### config.mk
export PLATFORM = sky130hd
export DESIGN_NAME = cache_miss_ctrl
export DESIGN_NICKNAME = d
export VERILOG_FILES = /design/src/rtl/cache_miss_ctrl.sv
export SDC_FILE = /design/constraint.sdc
export NUM_CORES = 1
export LEC_CHECK = 0
export ABC_AREA = 1
export BUFFER_PORTS_ARGS = -buffer_cell sky130_fd_sc_hd__buf_4
export CAP_MARGIN = 40
export CORE_MARGIN = 2
export CORE_UTILIZATION = 47
export CTS_BUF_LIST = sky130_fd_sc_hd__clkbuf_8
export DETAILED_ROUTE_END_ITERATION = 16
export PLACE_DENSITY = 0.83
export SLEW_MARGIN = 10
export SYNTH_ARGS = -nofsm -noshare
export SYNTH_HDL_FRONTEND = slang
export SYNTH_SLANG_ARGS = --single-unit
export TNS_END_PERCENT = 30
### constraint.sdc
create_clock -name clk -period 2.1 [get_ports clk]
set_input_delay 0.105 -clock clk [delete_from_list [all_inputs] [get_ports clk]]
set_output_delay 0.105 -clock clk [all_outputs]
set_load 0.05 [all_outputs]
### src/rtl/cache_miss_ctrl.sv
// rtl/cache_miss_ctrl.sv - data cache miss sequencer (write-back, refill, respond); optional PERF_CNT_EN counters
module cache_miss_ctrl #(
    parameter int DATA_WIDTH   = 32,
    parameter int BLOCK_OFFSET = 4,
    parameter int MEM_LATENCY  = 3
) (
    input  logic                  clk,
    input  logic                  rst,
    input  logic                  req_valid,
    input  logic [DATA_WIDTH-1:0] req_addr,
    input  logic                  hit,
    input  logic                  dirty,
    input  logic [DATA_WIDTH-1:0] victim_addr,
    output logic                  stall,
    output logic                  mem_wr_en,
    output logic                  mem_rd_en,
    output logic [DATA_WIDTH-1:0] mem_addr,
    output logic                  refill_en,
    output logic                  busy,
    output logic [31:0]           hit_count,
    output logic [31:0]           miss_count,
    output logic [31:0]           wb_count
);

    localparam int CW = $clog2(MEM_LATENCY + 1);
    localparam logic [CW-1:0] CNT_LOAD = CW'(MEM_LATENCY - 1);

    typedef enum logic [1:0] {
        IDLE      = 2'd0,
        WRITEBACK = 2'd1,
        REFILL    = 2'd2,
        RESPOND   = 2'd3
    } state_t;

    state_t                state;
    state_t                next_state;
    logic [CW-1:0]         cnt;
    logic [CW-1:0]         cnt_next;
    logic [DATA_WIDTH-1:0] miss_blk;
    logic [DATA_WIDTH-1:0] victim_blk;
    logic                  miss;

    // Offset bits of both addresses are dropped on purpose: memory moves whole blocks.
    logic unused_offset_bits;
    assign unused_offset_bits = ^{req_addr[BLOCK_OFFSET-1:0], victim_addr[BLOCK_OFFSET-1:0]};

    assign miss = (state == IDLE) && req_valid && !hit;

    // State, latency counter and latched block addresses.
    always_ff @(posedge clk or posedge rst) begin
        if (rst) begin
            state      <= IDLE;
            cnt        <= '0;
            miss_blk   <= '0;
            victim_blk <= '0;
        end else begin
            state <= next_state;
            cnt   <= cnt_next;
            if (miss) begin
                miss_blk   <= {req_addr[DATA_WIDTH-1:BLOCK_OFFSET], {BLOCK_OFFSET{1'b0}}};
                victim_blk <= {victim_addr[DATA_WIDTH-1:BLOCK_OFFSET], {BLOCK_OFFSET{1'b0}}};
            end
        end
    end

    // Next state and counter; each transfer state counts MEM_LATENCY-1 down to 0.
    always_comb begin
        next_state = state;
        cnt_next   = cnt;
        case (state)
            IDLE: begin
                if (miss) begin
                    next_state = dirty ? WRITEBACK : REFILL;
                    cnt_next   = CNT_LOAD;
                end
            end
            WRITEBACK: begin
                if (cnt == '0) begin
                    next_state = REFILL;
                    cnt_next   = CNT_LOAD;
                end else begin
                    cnt_next = cnt - CW'(1);
                end
            end
            REFILL: begin
                if (cnt == '0) begin
                    next_state = RESPOND;
                end else begin
                    cnt_next = cnt - CW'(1);
                end
            end
            default: next_state = IDLE;
        endcase
    end

    // Outputs; the IDLE stall is combinational so the missing access freezes in its own cycle.
    always_comb begin
        stall     = 1'b0;
        mem_wr_en = 1'b0;
        mem_rd_en = 1'b0;
        mem_addr  = '0;
        refill_en = 1'b0;
        busy      = (state != IDLE);
        case (state)
            IDLE:      stall = req_valid && !hit && !rst;
            WRITEBACK: begin
                stall     = 1'b1;
                mem_wr_en = 1'b1;
                mem_addr  = victim_blk;
            end
            REFILL: begin
                stall     = 1'b1;
                mem_rd_en = 1'b1;
                mem_addr  = miss_blk;
                refill_en = (cnt == '0);
            end
            default: ;
        endcase
    end

`ifdef PERF_CNT_EN
    // Performance counters: only IDLE-state lookups count, so the RESPOND retry is excluded.
    always_ff @(posedge clk or posedge rst) begin
        if (rst) begin
            hit_count  <= '0;
            miss_count <= '0;
            wb_count   <= '0;
        end else if (state == IDLE && req_valid) begin
            if (hit) begin
                hit_count <= hit_count + 32'd1;
            end else begin
                miss_count <= miss_count + 32'd1;
                if (dirty) begin
                    wb_count <= wb_count + 32'd1;
                end
            end
        end
    end
`else
    assign hit_count  = 32'd0;
    assign miss_count = 32'd0;
    assign wb_count   = 32'd0;
`endif

endmodule

==> results of run 1 <==
==> per-stage QoR <==
| step | hold WS (ns) | cells |
|---|---|---|
| floorplan | 0.215 | 599 |
| global placement | 0.335 | 679 |
| detailed placement | 0.338 | 679 |
| CTS | 0.000200 | 712 |
| global route | 0.0120 | 714 |
| finish | 0.0134 | 714 |
==> sequential cells by signal, summed over array words and instances, names as in the netlist <==
name and cells:
miss_blk 28, victim_blk 28, cnt 2, state 2
==> worst max path at each step <==
stage / start / to / slack [ns] / cells past startpoint
3_3_place_gp: state[1]$_DFFE_PP0P_ / miss_blk[8]$_DFFE_PP0P_ / 0.41 / 6
3_5_place_dp: state[1]$_DFFE_PP0P_ / victim_blk[7]$_DFFE_PP0P_ / 0.37 / 6
6_report: state[0]$_DFFE_PP0P_ / mem_addr[19] / 0.1 / 6
4_1_cts: state[0]$_DFFE_PP0P_ / mem_addr[19] / 0.003 / 6
2_1_floorplan: state[0]$_DFFE_PP0P_ / mem_addr[13] / -0.24 / 5
5_1_grt: state[0]$_DFFE_PP0P_ / mem_addr[19] / 0.003 / 6
==> what timing repair did <==
action,4_1_cts,5_1_grt
endpoints found under the setup margin,0,20
hold buffers,18,0
buffers inserted,0,2
hold endpoints to repair,18,0
gates resized for setup,0,5
==> layout make-up <==
cell class / instances / area [um2]
fillers: 729 / 3110
multi-input cells: 398 / 1810
flip-flops and latches: 60 / 1500
repair buffers: 126 / 1010
clock buffers: 10 / 138
well taps: 102 / 128
clock inverters: 5 / 52.6
inverters: 13 / 52.6
==> synth_stat cells <==
library cell / n / area [um2]
o21bai_1: 1 / 7.51
a21oi_1: 32 / 160
buf_2: 9 / 45.0
clkbuf_1: 8 / 30.0
conb_1: 1 / 3.75
nor2_1: 5 / 18.8
nor2_4: 1 / 11.3
dfrtp_1: 60 / 1500
inv_2: 1 / 3.75
nand3_1: 58 / 290
inv_1: 12 / 45.0
nand2_1: 188 / 706
o21ai_0: 3 / 15.0
buf_6: 4 / 45.0
ha_1: 10 / 125
buf_4: 107 / 803
==> power breakdown <==
group / internal [mW] / switching (mW)
Clock: 0.567 / 0.437
Combinational: 1.21 / 2.98
Sequential: 1.70 / 0.306
==> worst max-delay path, delay by kind of cell, from the launching register on <==
family                   cells  cell delay [ns]
adder cells (fa/ha/maj)      1             0.34
flip-flops                   1             0.43
buffers and inverters        4             0.61
AO/OA/AOI/OAI                1             0.19
==> metal layers <==
| metal | GRT usage | wire [um] |
|---|---|---|
| met5 | 0 | 0 |
| met4 | 0.0749 | 114 |
| met3 | 0.0393 | 640 |
| met2 | 0.343 | 4480 |
| met1 | 0.266 | 3740 |
==> kinds of logic (layout without fill, tap and decap cells) <==
kind of cell,after synthesis,count (layout),synth area share
flops,60,60,0.394
other cells,1,100,0.000984
buf+inv,141,154,0.255
compound gates,36,36,0.0479
fa+ha+maj,10,10,0.0328
simple gates,252,252,0.269
==> results.json, run 1 <==
{
  "drtPass1Iterations": 4,
  "setup_ws_ns": 0.0971,
  "postPlaceCellArea_um2": 4290,
  "leakage_nw": 2.55,
  "tightest_slew_ns": 0.765,
  "grt.total_usage": 0.206,
  "clk_pin_slew_ns": 0.07,
  "final_area_um2": 4690,
  "rr_worst_depth": 6,
  "rows": 32,
  "diodes": 0,
  "yosysUniqueCellTypes": 16,
  "cp_cell_sequence": "inv_1, ha_2, inv_1, buf_4, a21oi_1, buf_4",
  "post-route-util": 0.601,
  "finalCritPeriodShare": 0.954,
  "tns_ns": 0,
  "die_w_um": 94.1,
  "dp_slack_ns": 0.370,
  "avgViaCountPerCell": 4.52,
  "rsz0062_at_grt": "false",
  "hold_violations": 0,
  "slew_headroom": 0.490,
  "final_common_cell": "nand2_1",
  "place_hpwl_mm": 6.15,
  "synth-seq-cells": 60,
  "antenna_found_initial": 0,
  "critPathKind": "register to output port",
  "hp-start": "req_addr[8]",
  "synthCells": 500,
  "worst_path_largest_cell_delay_ns": 0.43,
  "grt_pass1_vias": 3045,
  "whs_endpoint": "miss_blk[8]$_DFFE_PP0P_",
  "clock_latency_ns": 0.32,
  "fin_crit_ns": 2.00,
  "drc_errors": 0,
  "required_ns": 2.00,
  "worstHoldPathType": "primary input to register",
  "power.density_nw_per_um2": 1530,
  "fmax_mhz": 499,
  "numCtsBuffers": 9,
  "gp_congestion": 0.738,
  "mostFrequentLayoutCells": "nand2_1 (187), buf_4 (105), conb_1 (100)",
  "drt_iter0_markers": 119,
  "synth_area_um2": 3810,
  "status": "finished, final reports clean",
  "crit_arrival_ns": 1.90,
  "grt_max_degree": 61,
  "startpoint_type": "register",
  "fin_worst_skew_ns": 0.00664,
  "cp_max_fo": 12,
  "max-vdd-ir-drop_uv": 822,
  "clock-root-buffer": "clkbuf_8",
  "slew_violations": 0,
  "cts_tree": "built",
  "grt_pass1_wl_mm": 14.3,
  "port_buffers": 93,
  "drt-total-wl_mm": 8.98,
  "p_total_mw": 7.20,
  "h-tree-depth": 3,
  "cts_sinks": 60,
  "synth.avg_cell_area_um2": 7.62,
  "r2r_slack_ns": 0.38,
  "whs_path_depth": 3,
  "setup_viol": 0,
  "initial_core_util": 0.488,
  "worstReg2RegStart": "state[1]$_DFFE_PP0P_",
  "io_pins": 202,
  "via_count": 3230,
  "cp_slowest_cell": "dfrtp_2",
  "die_y_um": 94.1,
  "coreArea_um2": 7810,
  "ys_seq_area_frac": 0.394,
  "yosysWarnings": 0,
  "wl_per_cell_um": 12.6,
  "area_growth_pct": 23.1,
  "nets": 687,
  "maxCapViolations": 0,
  "reg2reg_to": "victim_blk[9]$_DFFE_PP0P_",
  "drive_gt1_frac": 0.230,
  "endpoint_kind": "output port",
  "gr-total-overflow": 0,
  "fp.dieArea_um2": 8850,
  "ant_nets": 0,
  "clk_path_buf_depth": 2
}
Note: power is estimated with default switching activity, not from simulation.
==> inputs of run 2 (changes only) <==
==> constraint.sdc (replaced) <==
create_clock -name clk -period 2.1 [get_ports clk]
set_input_delay 0.63 -clock clk [delete_from_list [all_inputs] [get_ports clk]]
set_output_delay 0.63 -clock clk [all_outputs]
set_load 0.05 [all_outputs]
==> results.json, run 2 (synthesis results as in run 1) <==
{
  "slew_headroom": 0.505,
  "setup_viol": 30,
  "max-vdd-ir-drop_uv": 804,
  "gp_congestion": 0.897,
  "wl_per_cell_um": 14.1,
  "fp.dieArea_um2": 8850,
  "antenna_found_initial": 0,
  "violations": "setup timing",
  "fillers": 612,
  "crit_arrival_ns": 1.70,
  "die_y_um": 94.1,
  "dp.cells": 683,
  "finalCritPeriodShare": 1.11,
  "met2_usage": 0.392,
  "p_total_mw": 8.88,
  "drive_gt1_frac": 0.316,
  "grt_max_degree": 61,
  "fmax_mhz": 429,
  "cp_max_fo": 19,
  "place_hpwl_mm": 6.47,
  "drt-total-wl_mm": 9.99,
  "cts_sinks": 60,
  "coreArea_um2": 7810,
  "initial_core_util": 0.488,
  "switching_share": 0.510,
  "hold_violations": 0,
  "final_common_cell": "nand2_1",
  "gr-usage-met1": 0.262,
  "h-tree-depth": 3,
  "cts_tree": "built",
  "regArea_um2": 1500,
  "clock-root-buffer": "clkbuf_8",
  "p_int_mw": 4.35,
  "grt_pass1_vias": 3095,
  "via_count": 3372,
  "critPathKind": "register to output port",
  "endpoint_kind": "output port",
  "rsz0062_at_grt": "true",
  "numCtsBuffers": 9,
  "worstHoldPathType": "register to register",
  "maxCapViolations": 0,
  "layout.cells.non_filler": 709,
  "rows": 32,
  "ant_nets": 0,
  "grt_pass1_wl_mm": 14.9,
  "reg.largest.list": "miss_blk x28, victim_blk x28",
  "nets": 681,
  "drc_errors": 0,
  "slew_violations": 0,
  "setup_ws_ns": -0.229,
  "diodes": 0,
  "gr-total-overflow": 0,
  "clk_path_buf_depth": 2,
  "drtPass1Iterations": 4,
  "io_pins": 202,
  "p_comb_frac": 0.655,
  "clkPwrFrac": 0.115,
  "port_buffers": 93,
  "fin_hold_ws_ns": 0.474,
  "grt.total_usage": 0.219,
  "tightest_slew_ns": 0.743,
  "power.density_nw_per_um2": 1690,
  "met3_usage": 0.0482,
  "required_ns": 1.47,
  "busiest_layer": "met2",
  "fin_worst_skew_ns": 0.00627,
  "post-route-util": 0.674,
  "multiInputGateArea_um2": 2200,
  "die_w_um": 94.1,
  "mostFrequentLayoutCells": "nand2_1 (173), conb_1 (100), buf_4 (76)",
  "clock_latency_ns": 0.33,
  "startpoint_type": "register",
  "power_switching_mw": 4.53,
  "avgViaCountPerCell": 4.76,
  "status": "finished with violations",
  "fin_crit_ns": 2.33,
  "leakage_nw": 2.71,
  "clk_pin_slew_ns": 0.07,
  "p_seq_frac": 0.231,
  "area_growth_pct": 38.1,
  "hold_buffers": 0,
  "drt_iter0_markers": 182
}
==> run 2: power by group through the flow <==
stage          logic (mW)  registers, mW  clock network, mW
2_1_floorplan        3.87           2.00                  0
3_3_place_gp         4.76           2.02                  0
3_5_place_dp         4.87           2.05                  0
4_1_cts              5.53           2.03               1.03
5_1_grt              6.17           2.11               1.09
6_report             5.81           2.05               1.02
==> run 2: area by class of cell <==
cell class | instances | area share
clock inverters | 7 | 0.0131
multi-input cells | 398 | 0.417
clock buffers | 9 | 0.0235
flip-flops and latches | 60 | 0.285
inverters | 13 | 0.0114
well taps | 102 | 0.0242
repair buffers | 120 | 0.225
==> run 2: worst paths after layout <==
path                                     startpoint                          to  slack [ns]  depth (start not counted)
setup / recovery               state[1]$_DFFE_PP0P_                mem_addr[18]       -0.23                          7
hold / removal             miss_blk[11]$_DFFE_PP0P_    miss_blk[11]$_DFFE_PP0P_        0.47                          2
setup reg to reg               state[1]$_DFFE_PP0P_  victim_blk[25]$_DFFE_PP0P_        0.27                          8
hold reg to reg            miss_blk[11]$_DFFE_PP0P_    miss_blk[11]$_DFFE_PP0P_        0.47                          2
max in group asynchronous                       rst  victim_blk[21]$_DFFE_PP0P_        1.04                          3
min in group asynchronous                       rst   victim_blk[4]$_DFFE_PP0P_        0.56                          3
==> run 2: critical path: stages, from the launching register on <==
cell	delay, ns
dfrtp_1	0.41
buf_6	0.13
inv_4	0.08
ha_4	0.15
buf_12	0.15
nand2_1	0.10
a21oi_4	0.16
buf_6	0.17
==> run 2: metal layers <==
metal,routed length [um],part of all wire
met1,3840,0.38
met2,5260,0.53
met3,758,0.076
met4,131,0.013
met5,0,0
==> run 2: through the flow <==
| step | setup TNS, ns | instance area [um2] | setup slack, ns |
|---|---|---|---|
| finish | -6.02 | 5260 | -0.229 |
| CTS | -5.53 | 5130 | -0.226 |
| detailed placement | 0 | 4670 | 0.0648 |
| global placement | 0 | 4670 | 0.0712 |
| floorplan | -1.28 | 4630 | -0.413 |
| global route | -8.33 | 5260 | -0.304 |
==> run 2: what timing repair did <==
action | 4_1_cts | 5_1_grt
buffers inserted | 4 | 3
endpoints found under the setup margin | 29 | 32
cloned | 2 | 1
resized for setup | 49 | 18
endpoints found under the hold margin | 0 | 0
pin swaps | 3 | 2
